[config.mk]
export PLATFORM = sky130hd
export DESIGN_NAME = mem_bus_arbiter
export DESIGN_NICKNAME = d
export VERILOG_FILES = /design/src/rtl/mem_bus_arbiter.sv
export SDC_FILE = /design/constraint.sdc
export NUM_CORES = 1
export LEC_CHECK = 0
export BUFFER_PORTS_ARGS = -buffer_cell sky130_fd_sc_hd__buf_2
export CAP_MARGIN = 20
export CELL_PAD_IN_SITES_DETAIL_PLACEMENT = 1
export CELL_PAD_IN_SITES_GLOBAL_PLACEMENT = 2
export CORE_MARGIN = 3
export CORE_UTILIZATION = 18
export DETAILED_ROUTE_END_ITERATION = 10
export GPL_TIMING_DRIVEN = 0
export PLACE_DENSITY_LB_ADDON = 0.1
export SYNTH_ARGS = -nofsm -noshare
export SYNTH_HDL_FRONTEND = slang
export SYNTH_SLANG_ARGS = --single-unit
[constraint.sdc]
create_clock -name clk -period 2.6 [get_ports clk]
set_clock_uncertainty 0.05 [all_clocks]
set_input_delay 0.39 -clock clk [delete_from_list [all_inputs] [get_ports clk]]
set_output_delay 0.39 -clock clk [all_outputs]
set_load 0.005 [all_outputs]
[src/rtl/mem_bus_arbiter.sv]
// Round-robin arbiter granting the external memory bus to the Icache or Dcache
// for fixed-length bursts, with a one-cycle idle turnaround between bursts.
module mem_bus_arbiter #(
  parameter int unsigned ADDR_WIDTH = 32,
  parameter int unsigned DATA_WIDTH = 32,
  parameter int unsigned BURST_LEN  = 4
) (
  input  logic                  clk,
  input  logic                  rst,
  input  logic                  Icache_Req,
  input  logic [ADDR_WIDTH-1:0] Icache_Addr,
  output logic                  Icache_Gnt,
  output logic                  Icache_RValid,
  output logic                  Icache_Done,
  input  logic                  Dcache_Req,
  input  logic                  Dcache_We,
  input  logic [ADDR_WIDTH-1:0] Dcache_Addr,
  input  logic [DATA_WIDTH-1:0] Dcache_WData,
  output logic                  Dcache_Gnt,
  output logic                  Dcache_WReady,
  output logic                  Dcache_RValid,
  output logic                  Dcache_Done,
  output logic [DATA_WIDTH-1:0] Mem_RData,
  input  logic                  Fence_Hold,
  output logic                  Arb_Busy,
  output logic                  Bus_Req,
  output logic                  Bus_We,
  output logic [ADDR_WIDTH-1:0] Bus_Addr,
  output logic [DATA_WIDTH-1:0] Bus_WData,
  input  logic                  Bus_Ack,
  input  logic [DATA_WIDTH-1:0] Bus_RData
);

  localparam int unsigned BEAT_W     = $clog2(BURST_LEN);
  localparam int unsigned BEAT_BYTES = DATA_WIDTH / 8;

  typedef enum logic {IDLE, BURST} state_t;

  // owner / lastOwner encoding: 1 = Dcache, 0 = Icache
  state_t                stateQ, stateD;
  logic                  ownerQ, ownerD;
  logic                  lastOwnerQ, lastOwnerD;
  logic                  weQ, weD;
  logic [ADDR_WIDTH-1:0] baseQ, baseD;
  logic [BEAT_W-1:0]     beatQ, beatD;

  logic dcEligible, icEligible, lastBeat;

  assign dcEligible = Dcache_Req;
  assign icEligible = Icache_Req & ~Fence_Hold;
  assign lastBeat   = (beatQ == BEAT_W'(BURST_LEN - 1));

  // State register
  always_ff @(posedge clk) begin
    if (rst) begin
      stateQ     <= IDLE;
      ownerQ     <= 1'b0;
      lastOwnerQ <= 1'b0;
      weQ        <= 1'b0;
      baseQ      <= '0;
      beatQ      <= '0;
    end else begin
      stateQ     <= stateD;
      ownerQ     <= ownerD;
      lastOwnerQ <= lastOwnerD;
      weQ        <= weD;
      baseQ      <= baseD;
      beatQ      <= beatD;
    end
  end

  // Next-state: grant in IDLE, count acknowledged beats in BURST
  always_comb begin
    stateD     = stateQ;
    ownerD     = ownerQ;
    lastOwnerD = lastOwnerQ;
    weD        = weQ;
    baseD      = baseQ;
    beatD      = beatQ;
    unique case (stateQ)
      IDLE: begin
        if (dcEligible || icEligible) begin
          // On a tie the cache that did not own the previous burst wins
          ownerD     = (dcEligible && icEligible) ? ~lastOwnerQ : dcEligible;
          lastOwnerD = ownerD;
          weD        = ownerD & Dcache_We;
          baseD      = ownerD ? Dcache_Addr : Icache_Addr;
          beatD      = '0;
          stateD     = BURST;
        end
      end
      BURST: begin
        if (Bus_Ack) begin
          beatD = beatQ + BEAT_W'(1);
          if (lastBeat) begin
            stateD = IDLE;
          end
        end
      end
      default: stateD = IDLE;
    endcase
  end

  // Outputs: grants/direction from registered state, beat responses from Bus_Ack
  always_comb begin
    Bus_Req       = 1'b0;
    Bus_We        = 1'b0;
    Bus_Addr      = '0;
    Bus_WData     = '0;
    Icache_Gnt    = 1'b0;
    Dcache_Gnt    = 1'b0;
    Icache_RValid = 1'b0;
    Dcache_RValid = 1'b0;
    Dcache_WReady = 1'b0;
    Icache_Done   = 1'b0;
    Dcache_Done   = 1'b0;
    Mem_RData     = '0;
    Arb_Busy      = (stateQ == BURST) | dcEligible | icEligible;
    if (stateQ == BURST) begin
      Bus_Req    = 1'b1;
      Bus_We     = weQ;
      Bus_Addr   = baseQ + ADDR_WIDTH'(beatQ) * ADDR_WIDTH'(BEAT_BYTES);
      Bus_WData  = Dcache_WData;
      Icache_Gnt = ~ownerQ;
      Dcache_Gnt = ownerQ;
      if (weQ) begin
        Dcache_WReady = Bus_Ack;
      end else begin
        Icache_RValid = ~ownerQ & Bus_Ack;
        Dcache_RValid = ownerQ & Bus_Ack;
        Mem_RData     = Bus_Ack ? Bus_RData : '0;
      end
      Icache_Done = ~ownerQ & Bus_Ack & lastBeat;
      Dcache_Done = ownerQ & Bus_Ack & lastBeat;
    end
  end

endmodule

==> flow_summary.yaml <==
run_status:
  status: "complete, but fails checks"
  violations: "negative setup slack"
setup_path:
  r2r_end: "baseQ[4]"
  path_class: "register to output pin"
  start_kind: "register"
  critPathArrivalTime_ps: 2370
  worstRegToRegCells: 5
  reg2reg_slack_ps: 540
  required_ps: 2160
  crit_path_max_fanout: 7
  r2r-start: "lastOwnerQ"
  crit_path_end_kind: "output pin"
global_route:
  grt_pass1_wl_mm: 23.78
  antenna_found_initial: 0
  grt_overflow_total: 0
  first_global_vias: 4411
  grt_start_max_net_pins: 11
  grt_usage_pct: 16.42
synth:
  synth_area_leaders: "dfxtp_1, and2_1, a311oi_1"
  yosysUniqueCellTypes: 39
  synth.top_cell.area_share_pct: 25.19
  synth-warning-count: 0
  synthCells: 427
  ys_seq_elements: 37
  yosysSeqAreaShare_pct: 25.19
  synth_top_area_cell: "dfxtp_1"
  avgSynthCellArea_um2: 6.886
  netlist_area_um2: 2940
  syn-num-nets: 566
routing:
  drt_pass1_iterations: 4
  drt-total-wl_mm: 15.47
  vias_per_cell: 4.548
  antenna_left: 0
  drc: 0
  routedWlPerCell_um: 16.98
  dr_total_vias: 4143
  drtIter0Drc: 112
floorplan:
  die-width_um: 133.8
  die_y_um: 133.8
  num_rows: 46
  coreArea_um2: 15940
  ios: 241
  start_util_pct: 18.44
  dieArea_um2: 17910
timing:
  max_slew.worst_pin.slew_ps: 724.9
  grt_setup_unrepaired: "true"
  relSlewSlack_pct: 51.67
  finalSetupViolCount: 14
  period_minus_slack_ps: 2810
  tns_ps: -1525
  final-hold-violation-count: 0
  setup_ws_ps: -210.0
  final.period_utilization_pct: 108.1
  fmax_mhz: 355.9
  maxSlewViolCount: 0
worst_hold_path:
  hp-class: "primary input to register"
  hp-start: "Icache_Addr[25]"
  hold_path_end: "baseQ[25]"
  worstHoldPathCells: 3
placement:
  dpl.hpwl_mm: 12.32
  portBuffers: 238
  placed_cell_area_um2: 4402
  gp_congestion: 0.7619
clock_tree:
  numCtsBuffers: 5
  hold_buffers: 0
  clockBufferDepth: 2
  path_clk_slew_ps: 60
  cts_sinks: 37
  clkLatencyLatePin_ps: 280
  htree_levels: 2
  cts_root_buf: "clkbuf_16"
  cts_tree: "built"
power:
  power_density_nw_per_um2: 365.4
  power.share.switching_pct: 32.27
  p_comb_share_pct: 29.8
  clkPwrFrac_pct: 33.3
  p_sw_uw: 600.7
  seq_power_share_pct: 37.0
  intPower_mw: 1.261
  p_leak_nw: 2.399
  peakVddDrop_v: 0.0001842
layout:
  fill_cells: 2046
  fin_nets: 834
  finalInstanceArea_um2: 5095
  layout_common_cells: "buf_2, and2_1, nor2_1"
  multiInputGateArea_um2: 2305
  layout_commonest_cell: "buf_2"
  regArea_um2: 775.7
  num_antenna_cells: 0
  area_growth_pct: 73.28
  drive_gt1_share_pct: 48.49
job:
  cap_violations: 0
==> per-stage QoR <==
step	power, mW	setup WS (ps)	util, %	hold slack [ps]	cells
CTS	1.881	-246.1	30.76	308.1	904
global route	1.987	-293.5	31.96	314.2	911
floorplan	0.9310	152.6	-	421.8	427
global placement	1.200	-335.5	27.61	436.8	881
finish	1.861	-210.0	31.96	308.8	911
detailed placement	1.212	-347.6	27.61	442.3	881
==> cells in the mapped netlist, drive strengths merged <==
master,number
a21o,1
o31a,1
o21a,2
o311ai,1
a2bb2oi,1
nor3,5
inv,7
dfxtp,37
nand4b,1
nand2,48
xnor2,6
nor2b,1
o41ai,1
and2,70
o21ai,9
nor3b,1
nand4,8
and3,2
or3,8
nand2b,2
or2,1
nor4,4
ha,3
a21oi,18
clkbuf,29
buf,8
nand3,40
and4,3
or4,10
o31ai,8
nor2,50
nand3b,2
fa,1
a311oi,32
mux2i,1
xor2,5
==> kinds of logic after synthesis <==
kind of cell / synth area share, %
adders and majority gates: 1.958
and+or+nand+nor: 45.32
muxes: 0.3404
AOI/OAI and AO/OA: 18.13
DFF: 25.19
buffers and inverters: 5.787
xor gates and xnor gates: 3.277
==> power groups by stage <==
| stage | Clock (mW) | Sequential (mW) | Combinational, mW |
|---|---|---|---|
| after floorplan | 0 | 0.674 | 0.257 |
| after detailed placement | 0 | 0.694 | 0.518 |
| after global routing | 0.664 | 0.699 | 0.624 |
| after global placement | 0 | 0.692 | 0.508 |
| after CTS | 0.648 | 0.683 | 0.550 |
| final | 0.619 | 0.688 | 0.554 |
==> area by class of cell <==
| type | instances | area share [%] |
|---|---|---|
| sequential | 37 | 15.23 |
| clock buffer | 7 | 2.800 |
| multi-input combinational | 346 | 45.24 |
| inverter | 7 | 0.5157 |
| timing repair buffer | 264 | 27.85 |
| tap | 216 | 5.305 |
| buffer | 34 | 3.070 |
==> sequential cells by signal, summed over array words and instances, names as in the netlist <==
| name | count |
|---|---|
| lastOwnerQ | 1 |
| weQ | 1 |
| baseQ | 32 |
| stateQ | 1 |
| beatQ | 2 |
==> critical path: stages, from the launching register on <==
cell and delay (ps):
dfxtp_4 360, ha_4 140, fa_2 210, nand4_1 160
or3_4 450, or4_4 500, a21oi_4 130, buf_2 140
==> worst max path at each step <==
stage | from | end | slack [ps]
after detailed placement | beatQ[0] | Bus_Addr[24] | -350
after floorplan | beatQ[0] | Bus_Addr[22] | 150
after global routing | baseQ[2] | Bus_Addr[24] | -290
after CTS | beatQ[0] | Bus_Addr[24] | -250
after global placement | beatQ[0] | Bus_Addr[22] | -340
final | beatQ[0] | Bus_Addr[24] | -210
==> timing repair <==
item                                    in CTS  in global routing
resized for setup                           59                 43
cloned                                       0                  1
endpoints found under the setup margin      18                 28
buffers inserted                            17                 12
pin swaps                                   15                 20
==> per-layer routing <==
metal	GRT usage (%)	routed length (µm)
met4	2.857	98
met5	0	0
met3	3.713	1015
met2	29.03	7478
met1	20.68	6873
(Power assumes the default switching activity.)
